--- config.mk ---
export PLATFORM = sky130hd
export DESIGN_NAME = mem_channel_arbiter
export DESIGN_NICKNAME = d
export VERILOG_FILES = /design/src/rtl/mem_channel_arbiter.sv
export SDC_FILE = /design/constraint.sdc
export NUM_CORES = 1
export LEC_CHECK = 0
export BUFFER_PORTS_ARGS = -buffer_cell sky130_fd_sc_hd__buf_2
export CAP_MARGIN = 20
export CORE_UTILIZATION = 46
export DETAILED_ROUTE_END_ITERATION = 8
export GPL_TIMING_DRIVEN = 0
export PLACE_DENSITY_LB_ADDON = 0.1
export SLEW_MARGIN = 5
export SYNTH_ARGS = -nofsm -noshare
export SYNTH_HDL_FRONTEND = slang
export SYNTH_SLANG_ARGS = --single-unit
export TNS_END_PERCENT = 1
--- constraint.sdc ---
create_clock -name clock -period 2.2 [get_ports clock]
set_input_delay 0.33 -clock clock [delete_from_list [all_inputs] [get_ports clock]]
set_output_delay 0.33 -clock clock [all_outputs]
set_load 0.01 [all_outputs]
--- src/rtl/mem_channel_arbiter.sv ---
`default_nettype none
// mem_channel_arbiter: round-robin two-lane arbiter onto one fixed-latency single-port memory.
// Optional build macro MEM_ARB_PROTOCOL_CHECK_EN enables the sticky requester-protocol flag on err.
module mem_channel_arbiter #(
  parameter int ADDR_W = 9,
  parameter int DATA_W = 8,
  parameter int SIZE_W = 4,
  parameter int RD_LAT = 2,
  parameter int WR_LAT = 1
) (
  input  logic                  clock,
  input  logic                  reset,
  input  logic [1:0]            req_oe,
  input  logic [1:0]            req_we,
  input  logic [2*ADDR_W-1:0]   req_addr,
  input  logic [2*DATA_W-1:0]   req_wdata,
  input  logic [2*SIZE_W-1:0]   req_size,
  output logic [2*DATA_W-1:0]   req_rdata,
  output logic [1:0]            req_rdy,
  output logic                  mem_en,
  output logic                  mem_we,
  output logic [ADDR_W-1:0]     mem_addr,
  output logic [DATA_W-1:0]     mem_wdata,
  output logic [DATA_W-1:0]     mem_mask,
  input  logic [DATA_W-1:0]     mem_rdata,
  output logic                  err
);

  localparam int MAX_LAT = (RD_LAT > WR_LAT) ? RD_LAT : WR_LAT;
  localparam int CNT_W   = $clog2(MAX_LAT) + 1;

  typedef enum logic [1:0] {
    S_IDLE     = 2'd0,
    S_ACCESS   = 2'd1,
    S_WAIT     = 2'd2,
    S_COOLDOWN = 2'd3
  } state_t;

  state_t              state_q, state_d;
  logic                ptr_q, ptr_d;
  logic                win_q, win_d;
  logic                we_q, we_d;
  logic [ADDR_W-1:0]   addr_q, addr_d;
  logic [DATA_W-1:0]   wdata_q, wdata_d;
  logic [DATA_W-1:0]   mask_q, mask_d;
  logic [CNT_W-1:0]    cnt_q, cnt_d;

  logic [1:0]          lane_req;
  logic                grant;
  logic [ADDR_W-1:0]   lane_addr;
  logic [DATA_W-1:0]   lane_wdata;
  logic [SIZE_W-1:0]   lane_size;
  logic [DATA_W-1:0]   lane_mask;
  logic                rdy;
  logic [DATA_W-1:0]   rd_lane;

  // Bit i is enabled when i < size; sizes at or beyond DATA_W saturate to all ones.
  function automatic logic [DATA_W-1:0] size_mask(input logic [SIZE_W-1:0] size);
    logic [DATA_W-1:0] m;
    for (int i = 0; i < DATA_W; i++) begin
      m[i] = (int'(size) > i);
    end
    return m;
  endfunction

  assign lane_req   = req_oe | req_we;
  assign grant      = (lane_req == 2'b11) ? ptr_q : lane_req[1];
  assign lane_addr  = grant ? req_addr[ADDR_W +: ADDR_W]   : req_addr[0 +: ADDR_W];
  assign lane_wdata = grant ? req_wdata[DATA_W +: DATA_W]  : req_wdata[0 +: DATA_W];
  assign lane_size  = grant ? req_size[SIZE_W +: SIZE_W]   : req_size[0 +: SIZE_W];
  assign lane_mask  = size_mask(lane_size);

  always_ff @(posedge clock or negedge reset) begin
    if (!reset) begin
      state_q <= S_IDLE;
      ptr_q   <= 1'b0;
      win_q   <= 1'b0;
      we_q    <= 1'b0;
      addr_q  <= '0;
      wdata_q <= '0;
      mask_q  <= '0;
      cnt_q   <= '0;
    end else begin
      state_q <= state_d;
      ptr_q   <= ptr_d;
      win_q   <= win_d;
      we_q    <= we_d;
      addr_q  <= addr_d;
      wdata_q <= wdata_d;
      mask_q  <= mask_d;
      cnt_q   <= cnt_d;
    end
  end

  always_comb begin
    state_d = state_q;
    ptr_d   = ptr_q;
    win_d   = win_q;
    we_d    = we_q;
    addr_d  = addr_q;
    wdata_d = wdata_q;
    mask_d  = mask_q;
    cnt_d   = cnt_q;
    case (state_q)
      S_IDLE: begin
        if (|lane_req) begin
          // A lane strobing both oe and we is served as a read.
          win_d   = grant;
          we_d    = ~req_oe[grant];
          addr_d  = lane_addr;
          wdata_d = lane_wdata & lane_mask;
          mask_d  = lane_mask;
          state_d = S_ACCESS;
        end
      end
      S_ACCESS: begin
        cnt_d   = we_q ? CNT_W'(WR_LAT) : CNT_W'(RD_LAT);
        state_d = S_WAIT;
      end
      S_WAIT: begin
        cnt_d = cnt_q - CNT_W'(1);
        if (cnt_q == CNT_W'(1)) begin
          state_d = S_COOLDOWN;
        end
      end
      S_COOLDOWN: begin
        ptr_d   = ~win_q;
        state_d = S_IDLE;
      end
      default: state_d = S_IDLE;
    endcase
  end

  assign rdy       = (state_q == S_WAIT) && (cnt_q == CNT_W'(1));
  assign req_rdy   = {rdy & win_q, rdy & ~win_q};
  assign rd_lane   = (rdy && !we_q) ? (mem_rdata & mask_q) : '0;
  assign req_rdata = win_q ? {rd_lane, {DATA_W{1'b0}}} : {{DATA_W{1'b0}}, rd_lane};

  assign mem_en    = (state_q == S_ACCESS);
  assign mem_we    = mem_en & we_q;
  assign mem_addr  = mem_en ? addr_q  : '0;
  assign mem_wdata = mem_en ? wdata_q : '0;
  assign mem_mask  = mem_en ? mask_q  : '0;

`ifdef MEM_ARB_PROTOCOL_CHECK_EN
  logic              err_q, err_d;
  logic              in_flight;
  logic [ADDR_W-1:0] win_addr;

  // The granted lane must keep its request and address until its completion pulse.
  always_comb begin
    in_flight = (state_q == S_ACCESS) || (state_q == S_WAIT);
    win_addr  = win_q ? req_addr[ADDR_W +: ADDR_W] : req_addr[0 +: ADDR_W];
    err_d     = err_q | (|(req_oe & req_we)) |
                (in_flight & (~lane_req[win_q] | (win_addr != addr_q)));
  end

  always_ff @(posedge clock or negedge reset) begin
    if (!reset) begin
      err_q <= 1'b0;
    end else begin
      err_q <= err_d;
    end
  end

  assign err = err_q;
`else
  assign err = 1'b0;
`endif

endmodule
`default_nettype wire

# Word-level counts from Yosys, hierarchy flattened
# Cells that the tools add are included.
# totals
register_bits	32
in_bits	56
output_inout_bits	46
# op_classes
mux	16
n_bitwise	8
n_lt_le_gt_ge	9
n_eq_ne	7
n_reduce_logical	8
n_addsub	1
# ops
op	count
two-way mux 8 bit	4
two-way mux 9 bit	2
bitwise AND 8 bit	2
greater-than comparator 4 x 3 -> 1 bit (second input constant)	4
two-way mux 16 bit	1
greater-than comparator 4 x 1 -> 1 bit (second input constant)	2
greater-than comparator 4 x 2 -> 1 bit (second input constant)	2
one-hot mux 2 bit (4 select lines)	1
equality test 2 bit (second input constant)	3
two-way mux 2 bit	3
equality test 2 x 1 -> 1 bit (second input constant)	2
two-way mux 4 bit	1
inequality test 2 bit (second input constant)	2
one-hot mux 2 bit (2 select lines)	1
AND reduction 2 bit	2
bitwise AND 1 bit	3
two-way mux 1 bit	3
logical AND 1 bit	2
logical NOT 2 bit	1
less-than comparator 1 x 2 -> 1 bit (second input constant)	1
inverter 1 bit	2
bitwise OR 2 bit	1
nonzero test 2 bit	1
OR reduction 2 bit	1
2 further kinds	2

# Logic depth before layout (Yosys ltp)
# Gate-level depths: netlist of the first run.
# depth
word_depth	6
ltp_mapped	7
depth_no_buf	6

# Least setup slack after synthesis of the first run
# No wires, ideal clock.
# synth_timing
kind	flip-flop to output port
start	register state_q[0]
end	output port req_rdata[0]
n_path_buf	1
arrival_time_ns	1.442
slack_ns	0.428
t_required_ns	1.870
stages_incl_launch_ff	7
path_cell_list	dfrtp_1 > inv_1 > ha_1 > nand2_1 > or3_1 > clkbuf_1 > nor2_1
# synth_via
elab_chain_cells	5
# synth_rtl
element	line	text
start, declared	39	state_t state_q, state_d;
start signal, assigned	84	state_q <= state_d;
equality test 2 bit	134	assign rdy = (state_q == S_WAIT) && (cnt_q == CNT_W'(1));
logical AND 1 bit	134	
logical AND 1 bit	136	assign rd_lane = (rdy && !we_q) ? (mem_rdata & mask_q) : '0;
two-way mux 8 bit	136	
two-way mux 16 bit	137	assign req_rdata = win_q ? {rd_lane, {DATA_W{1'b0}}} : {{DATA_W{1'b0}}, rd_lane};
end, declared	18	output logic [2*DATA_W-1:0] req_rdata,
# Every way passes these cells.

# Final worst setup path of the first run
# Same ends and word-level chain as after synthesis.

==> metrics.csv, run 1 <==
stage,metric,value,unit
status,status,finished clean,
synth,ys_ff_latch,32,
drt,routed-via-count,2108,
setup_path,crit_path_end,req_rdata[0],
layout,n_fill_cell,378,
drt,route.met3.wl,468,µm
layout,nets,418,
place,place.gp.congestion,0.888,
setup_path,worstSetupStartpointType,flop,
drt,drt-total-wl,5.61,mm
sta,fmax,487,MHz
global_route,grt_max_degree,33,
setup_path,critPathKind,reg2out,
place,place_area,0.00259,mm²
synth,synth-edff-count,0,
synth,avgSynthCellArea,8.03,µm²
place,dpl.hpwl,4.29,mm
layout,drive_gt1_share,36.6,%
global_route,antenna_found_initial,0,
sta,hold_violations,0,
sta,grt_setup_unrepaired,no,
sta,relSlewSlack,52.7,%
place,port_buffers,98,
drt,dr.pass1.iters,4,
place,placedCellCount,402,
pwr,irDropWorstVdd,0.810,mV
layout,layout_commonest_cell,buf_2,
synth,synth_async_sr_flop_share,100,%
synth,synth_ff_type,dfrtp_1,
drt,topRoutingLayerUsed,met4,
global_route,overflow,0,
cts,cts_hold_buf,0,
floorplan,rows,23,
global_route,grt_pass1_vias,1818,
setup_path,path_max_fanout,8,
sta,tightest_slew,710,ps
sta,setup_viol,0,
drt,drc,0,
sta,timing.hold.ws,93.3,ps
sta,min_period,2050,ps
pwr,p_total,3.31,mW
global_route,track_usage,24.9,%
synth,synth_cell_types,40,
global_route,grt_pass1_wl,8.43,mm
cts,cts_buffers,5,
cts,path_clk_slew,70,ps
sta,fin_ws,147,ps
drt,via_per_inst,5.17,
synth,syn-cell-area,0.00204,mm²
synth,synthesis.nets,315,
sta,setup_tns,0,ps
setup_path,r2r_end,addr_q[1]$_DFFE_PN0P_,
cts,clock_sinks,32,
floorplan,die-width,68.6,µm
layout,synthToLayoutAreaGrowth,32.1,%
setup_path,cp.required,1870,ps
setup_path,arrival,1720,ps
synth,synthCells,254,
floorplan,die_h,68.6,µm
floorplan,dieArea,0.00471,mm²
floorplan,start_util,49.6,%
layout,diodes,0,
layout,final_core_util,65.5,%
cts,cts_root_buf,clkbuf_8,
setup_path,r2r_cells,7,
min_path,hp-class,in2async,
layout,layout.cells.non_filler,408,
floorplan,core-area,0.00412,mm²
pwr,p_per_area,1230,mW/mm²
sta,finalMaxSlewViolations,0,
drt,first_iter_violations,107,
sta,min_period_over_period,93.3,%
layout,mostFrequentLayoutCells,"107 x buf_2, 41 x nand2_1, 38 x nor2_1",
synth,synth_seq_area_share,39.2,%
cts,cts_buffer_depth,2,
sta,clock_skew,4.92,ps
drt,wire_per_inst,13.7,µm
floorplan,io_pins,102,
drt,wl_met2,2.53,mm
place,preCtsSetupSlack,206,ps
cts,clk_latency,280,ps
cts,cts_tree,done,
drt,antenna_left,0,
cts,htree_levels,2,
setup_path,critPathLaunch,state_q[0]$_DFFE_PN0P_,
drt,m1WireLength,2.56,mm
setup_path,r2r-start,state_q[0]$_DFFE_PN0P_,
setup_path,rrSetupSlack,470,ps
pwr,leakage,1.41,nW
setup_path,crit_path_end_kind,primary output,
synth,yosysWarnings,0,
layout,final_cell_area,0.00270,mm²
flow_run,cap_violations,0,
[repair_timing]
item                                    CTS  global route
setup buffers                             0             0
resized for setup                         1             6
endpoints found under the hold margin     0             0
endpoints found under the setup margin    9            36
[cells in the mapped netlist (6+ instances only)]
cell type	n	share of area, %
buf_2	9	2.2
nand3_1	6	1.5
dfrtp_1	32	39
o21ai_0	8	2.0
nor2_1	38	7.0
and2_1	26	8.0
a31oi_1	16	4.9
nand2_1	41	7.5
a21oi_1	10	2.5
[per-layer routing]
| layer | GRT usage [%] | vias to the layer above |
|---|---|---|
| li1 | - | 1066 |
| met1 | 33.9 | 941 |
| met2 | 39.0 | 97 |
| met3 | 4.93 | 4 |
| met4 | 8.85 | 0 |
| met5 | 0 | - |
[flip-flops by register name, indices dropped and copies added, names as in the netlist]
name     flops
addr_q       9
cnt_q        2
mask_q       8
ptr_q        1
state_q      2
wdata_q      8
we_q         1
win_q        1
[cell type report]
| cell class | count | area, µm² | area share, % |
|---|---|---|---|
| repair buffers | 98 | 490 | 18.2 |
| clock buffers | 8 | 90.1 | 3.34 |
| inverters | 5 | 18.8 | 0.696 |
| plain buffers | 16 | 96.3 | 3.57 |
| multi-input cells | 199 | 1140 | 42.2 |
| flip-flops and latches | 32 | 801 | 29.7 |
| well taps | 50 | 62.6 | 2.32 |
[power by group]
group	switching, mW	internal [mW]
Clock	0.207	0.255
Combinational	0.984	0.764
Sequential	0.204	0.899
Total	1.40	1.92
[critical path: stages (launching register included)]
cell	delay (ps)
dfrtp_1	420
inv_1	140
ha_4	190
nand2_1	70
or3_4	380
nor2_1	120
buf_2	130
[logic make-up (layout without fill, tap and decap cells)]
logic type / Yosys count / after routing / synth area share (%)
muxes: 4 / 4 / 2.02
buffers and inverters: 23 / 127 / 5.89
AOI/OAI and AO/OA: 54 / 54 / 17.9
adders and majority gates: 5 / 5 / 3.07
DFF: 32 / 32 / 39.2
other: 1 / 1 / 0.184
and+or+nand+nor: 135 / 135 / 31.7
[worst min path at each step]
| stage | start | end | slack [ps] | depth (start not counted) |
|---|---|---|---|---|
| 2_1_floorplan | reset | addr_q[0]$_DFFE_PN0P_ | 30 | 0 |
| 3_3_place_gp | reset | addr_q[2]$_DFFE_PN0P_ | 420 | 1 |
| 3_5_place_dp | reset | addr_q[2]$_DFFE_PN0P_ | 420 | 1 |
| 4_1_cts | reset | addr_q[2]$_DFFE_PN0P_ | 120 | 1 |
| 5_1_grt | reset | addr_q[2]$_DFFE_PN0P_ | 140 | 1 |
| 6_report | reset | addr_q[2]$_DFFE_PN0P_ | 90 | 1 |
No activity file was read; power rests on OpenSTA's default activity.
==> run 2: changes to the inputs <==
- PLACE_DENSITY: not set -> 0.8
- PLACE_DENSITY_LB_ADDON: 0.1 -> not set
==> run 2 against run 1 <==
Compared with the run above:
- core utilization is 0.97 points higher
- count of clock-buffer cells in the layout shrank 1
- critical endpoint is now mem_wdata[7]
- flip-flop and latch count did not move
- critical path depth down 1
- sequential share of layout area is 0.39 points lower
- via count up 3.0%
- register-to-register slack improved by 80 ps
- non-clock buffer count did not move
- fmax is 1.7% lower
- first-iteration DRC count shrank 10%
- highest routed layer unchanged
- global-route usage is 0.096 points lower
- die area did not move
==> metrics.csv, run 2 (synthesized netlist as in run 1, its figures left out) <==
stage,metric,value,unit
drt,antenna_left,0,
floorplan,start_util,49.6,%
floorplan,dieArea,0.00471,mm²
setup_path,worstSetupStartpointType,flop,
global_route,grt_use_met1,33.5,%
layout,mostFrequentLayoutCells,"107 x buf_2, 41 x nand2_1, 37 x nor2_1",
cts,cts_buffer_depth,2,
layout,final_core_util,66.5,%
global_route,use_met3,2.80,%
drt,routed-via-count,2172,
sta,fmax,479,MHz
setup_path,path_max_fanout,10,
global_route,overflow,0,
global_route,grt_pass1_wl,8.42,mm
sta,hold_violations,0,
global_route,grt_pass1_vias,1783,
flow_run,cap_violations,0,
sta,tightest_slew,715,ps
layout,largestRegisters,"addr_q: 9 flops, mask_q: 8 flops, wdata_q: 8 flops",
setup_path,critPathKind,reg2out,
cts,htree_levels,2,
min_path,hp-class,in2async,
drt,via_per_inst,5.32,
sta,min_period_over_period,95.0,%
setup_path,crit_path_end_kind,primary output,
cts,clock_sinks,32,
layout,layout_commonest_cell,buf_2,
layout,nets,418,
floorplan,die_h,68.6,µm
cts,cts_root_buf,clkbuf_8,
drt,drc,0,
pwr,p_per_area,1270,mW/mm²
layout,drive_gt1_share,38.0,%
sta,clock_skew,11.4,ps
global_route,antenna_found_initial,0,
pwr,leakage,1.42,nW
drt,drt-total-wl,5.70,mm
sta,min_period,2090,ps
status,status,finished clean,
place,dpl.hpwl,4.25,mm
layout,diodes,0,
place,place.gp.congestion,0.834,
cts,cts_tree,done,
global_route,met2_usage,39.6,%
drt,wire_per_inst,14.0,µm
floorplan,io_pins,102,
sta,finalMaxSlewViolations,0,
global_route,grt_max_degree,33,
cts,path_clk_slew,70,ps
drt,dr.pass1.iters,4,
layout,regMostFlops,addr_q,
cts,cts_hold_buf,0,
place,preCtsSetupSlack,147,ps
setup_path,arrival,1760,ps
layout,largest_reg_flops,9,
pwr,irDropWorstVdd,0.589,mV
pwr,p_total,3.47,mW
cts,post-cts-setup-buffers,0,
sta,fin_ws,111,ps
floorplan,die-width,68.6,µm
floorplan,rows,23,
global_route,track_usage,24.8,%
floorplan,core-area,0.00412,mm²
global_route,busiest_layer,met2,
sta,relSlewSlack,52.3,%
cts,cts_buffers,5,
place,port_buffers,98,
layout,synthToLayoutAreaGrowth,34.1,%
sta,setup_viol,0,
setup_path,cp.required,1870,ps
drt,first_iter_violations,96,
cts,clk_latency,290,ps
[run 2: cell count changes in the layout (fill, tap and decap cells not counted), sizes merged]
cell and delta:
bufinv +1, clkbuf -1
[run 2: layer usage]
layer | vias up | part of all wire (%) | wire length (µm)
met1 | 995 | 43 | 2440
li1 | 1069 | - | -
met3 | 11 | 6.8 | 390
met5 | - | 0 | 0
met4 | 0 | 2.4 | 134
met2 | 97 | 48 | 2730
[run 2: repair_timing]
action,4_1_cts,5_1_grt
setup endpoints to repair,26,25
endpoints found under the hold margin,0,0
resized for setup,4,5
[run 2: worst paths after layout]
check	cells past startpoint	startpoint	to	slack [ps]
setup / recovery	5	state_q[1]$_DFFE_PN0P_	mem_wdata[7]	110
hold / removal	1	reset	ptr_q$_DFFE_PN0N_	80
setup reg to reg	7	state_q[1]$_DFFE_PN0P_	addr_q[3]$_DFFE_PN0P_	550
hold reg to reg	2	wdata_q[5]$_DFFE_PN0P_	wdata_q[5]$_DFFE_PN0P_	490
max in group asynchronous	1	reset	state_q[0]$_DFFE_PN0P_	1620
min in group clock	3	req_addr[10]	addr_q[1]$_DFFE_PN0P_	290
[run 2: worst max-delay path, cell delays in order, from the launching register on]
cell,delay [ps]
dfrtp_1,430
inv_1,110
ha_1,370
clkbuf_2,280
and2_1,160
buf_2,120
[run 2: stage by stage]
stage	setup TNS, ps	hold slack [ps]	instance area [µm²]	instances
2_1_floorplan	0	34.4	2040	254
3_3_place_gp	0	423	2590	402
4_1_cts	0	106	2740	409
3_5_place_dp	0	418	2590	402
6_report	0	84.8	2740	408
5_1_grt	-2.36	133	2740	408
[run 2: final cells by class]
cell class	count	area [µm²]
Buffer	16	96.3
Clock buffer	7	96.3
Clock inverter	1	30.0
Fill cell	344	1380
Inverter	5	18.8
Multi-Input combinational cell	199	1140
Sequential cell	32	802
Tap cell	50	62.6
Timing Repair Buffer	98	490
[run 2: report_power, final]
| part | total (mW) | switching (mW) | internal, mW |
|---|---|---|---|
| combinational | 1.75 | 0.983 | 0.765 |
| clock | 0.624 | 0.224 | 0.400 |
| sequential | 1.10 | 0.201 | 0.901 |
| total | 3.47 | 1.41 | 2.07 |
==> run 3: changes to the inputs <==
- CELL_PAD_IN_SITES_DETAIL_PLACEMENT: not set -> 1
- CELL_PAD_IN_SITES_GLOBAL_PLACEMENT: not set -> 1
- CORE_UTILIZATION: 46 -> 32
- PLACE_DENSITY: 0.8 -> not set
- PLACE_DENSITY_LB_ADDON: not set -> 0.1
- REMOVE_ABC_BUFFERS: not set -> 1
==> run 3 against run 2 <==
Compared with the run above:
- non-clock buffer count fell by 13
- largest cell class unchanged
- wire length rose by 5.5%
- final cell count rose by 2.7%
- global-route usage fell by 5.8 points
- core utilization fell by 22 points
- via count fell by 2.7%
- flip-flop and latch count did not move
- largest power group unchanged
- register-to-register slack got worse by 230 ps
- clock skew fell by 6.5 ps
- die area rose by 42%
==> metrics.csv, run 3 (synthesized netlist as in run 1, its figures left out) <==
stage,metric,value,unit
status,status,finished clean,
global_route,grt_max_degree,33,
setup_path,critPathMaxStageDelay,420,ps
layout,diodes,0,
cts,htree_levels,2,
setup_path,crit_family,simple AND/OR/NAND/NOR gates,
layout,mostFrequentLayoutCells,"100 x buf_2, 41 x nand2_1, 38 x nor2_1",
drt,drt-total-wl,6.02,mm
sta,clock_skew,4.92,ps
drt,first_iter_violations,83,
global_route,grt_pass1_vias,2017,
layout,final_core_util,44.3,%
drt,via_per_inst,5.04,
sta,min_period_over_period,93.5,%
sta,grt_setup_unrepaired,no,
drt,wire_per_inst,14.4,µm
floorplan,start_util,33.9,%
global_route,antenna_found_initial,0,
layout,final_cell_area,0.00267,mm²
layout,seqCellArea,801,µm²
drt,wl_met2,2.83,mm
setup_path,critPathLaunch,state_q[0]$_DFFE_PN0P_,
sta,fmax,486,MHz
layout,nets,405,
floorplan,die-width,81.9,µm
sta,tightest_slew,743,ps
floorplan,io_pins,102,
sta,min_period,2060,ps
cts,cts_hold_buf,0,
setup_path,path_cells,"inv_2, ha_4, nand2_1, or3_4, nor2_1, buf_2",
pwr,irDropWorstVdd,0.666,mV
drt,antenna_left,0,
layout,regMostFlops,addr_q,
sta,hold_violations,0,
pwr,pwr-share-seq,33.9,%
global_route,overflow,0,
drt,route.met3.wl,360,µm
drt,topRoutingLayerUsed,met4,
pwr,comb_power_share,50.8,%
drt,drc,0,
place,dpl.hpwl,4.46,mm
setup_path,critical_path_cell_count,6,
layout,synthToLayoutAreaGrowth,30.7,%
setup_path,cpMaxStageDelayCell,dfrtp_1,
cts,clk_latency,280,ps
setup_path,r2r_end,wdata_q[7]$_DFFE_PN0P_,
pwr,power.internal,1.89,mW
cts,cts_root_buf,clkbuf_8,
layout,largestRegisters,"addr_q: 9 flops, mask_q: 8 flops, wdata_q: 8 flops",
place,placedCellCount,412,
place,port_buffers,100,
drt,dr.pass1.iters,4,
flow_run,cap_violations,0,
pwr,leakage,1.35,nW
drt,m1WireLength,2.76,mm
floorplan,die_h,81.9,µm
setup_path,path_max_fanout,8,
cts,path_clk_slew,60,ps
place,place_area,0.00255,mm²
layout,layout.cells.non_filler,419,
cts,cts_tree,done,
setup_path,arrival,1730,ps
cts,clock_sinks,32,
min_path,hp-class,in2async,
layout,layout_commonest_cell,buf_2,
setup_path,rrSetupSlack,320,ps
setup_path,r2r_cells,6,
floorplan,rows,28,
setup_path,crit_path_end_kind,primary output,
place,place.gp.congestion,0.729,
setup_path,r2r-start,state_q[1]$_DFFE_PN0P_,
setup_path,critPathKind,reg2out,
sta,setup_viol,0,
layout,multi_input_area,0.00114,mm²
setup_path,cp.required,1870,ps
setup_path,path_buf_inv,2,
sta,finalMaxSlewViolations,0,
global_route,grt_pass1_wl,9.52,mm
setup_path,crit_path_end,req_rdata[5],
floorplan,core-area,0.00603,mm²
layout,largest_reg_flops,9,
global_route,track_usage,18.9,%
floorplan,dieArea,0.00670,mm²
cts,cts_buffer_depth,2,
pwr,p_per_area,1220,mW/mm²
pwr,sw_frac_of_total,41.8,%
sta,relSlewSlack,50.5,%
pwr,p_sw,1.36,mW
cts,cts_buffers,5,
setup_path,worstSetupStartpointType,flop,
pwr,clkPwrFrac,15.4,%
drt,routed-via-count,2113,
layout,drive_gt1_share,35.8,%
layout,n_fill_cell,787,
-- run 3: cell types whose count changed in the layout (fill, tap and decap cells not counted), moves of 2 or more --
cell,change
buf_2,-7
buf_4,-2
buf_6,-2
clkbuf_2,-2
-- run 3: final cells by class --
cell class / count / share of cell area (%)
clock buffer: 7 / 3.61
inverter: 5 / 0.704
multi-input combinational: 199 / 42.8
sequential: 32 / 30.0
tap: 75 / 3.52
timing repair buffer: 101 / 19.3
-- run 3: timing repair --
action                                  in CTS  in global routing
setup buffers                                0                  0
endpoints found under the setup margin      34                 16
gates resized for setup                      2                  3
-- run 3: worst reg2reg max path, cell delays in order (launching register included) --
cell and delay [ps]:
dfrtp_1 430, inv_1 120, ha_1 230, nor2b_2 550, buf_8 250, nor2_1 60, a31oi_1 160
-- run 3: worst min-delay path by stage --
| stage | to | slack, ps | cells past startpoint | startpoint |
|---|---|---|---|---|
| 2_1_floorplan | addr_q[0]$_DFFE_PN0P_ | 30 | 0 | reset |
| 3_3_place_gp | cnt_q[1]$_DFFE_PN0P_ | 440 | 1 | reset |
| 3_5_place_dp | cnt_q[1]$_DFFE_PN0P_ | 440 | 1 | reset |
| 4_1_cts | mask_q[0]$_DFFE_PN0P_ | 150 | 1 | reset |
| 5_1_grt | addr_q[7]$_DFFE_PN0P_ | 160 | 1 | reset |
| 6_report | cnt_q[1]$_DFFE_PN0P_ | 100 | 1 | reset |
-- run 3: power groups by stage --
stage	Clock (mW)	Sequential, mW	Combinational [mW]
2_1_floorplan	0	1.04	1.11
6_report	0.498	1.10	1.65
5_1_grt	0.539	1.13	1.89
3_5_place_dp	0	1.10	1.66
3_3_place_gp	0	1.09	1.60
4_1_cts	0.511	1.10	1.67
-- run 3: routing by layer --
metal | up-vias | GRT usage (%)
met2 | 63 | 32.1
met3 | 7 | 3.78
li1 | 1033 | -
met4 | 0 | 5.79
met5 | - | 0
met1 | 1010 | 24.0
-- run 3: stage by stage --
stage | setup TNS, ps | hold slack [ps] | total power, mW | worst slack, ps
final | 0 | 105 | 3.24 | 144
after CTS | 0 | 146 | 3.28 | 18.7
after global routing | 0 | 156 | 3.57 | 33.1
after global placement | -10670 | 444 | 2.69 | -738
after floorplan | -23.9 | 34.4 | 2.15 | -23.9
after detailed placement | 0 | 444 | 2.77 | 239
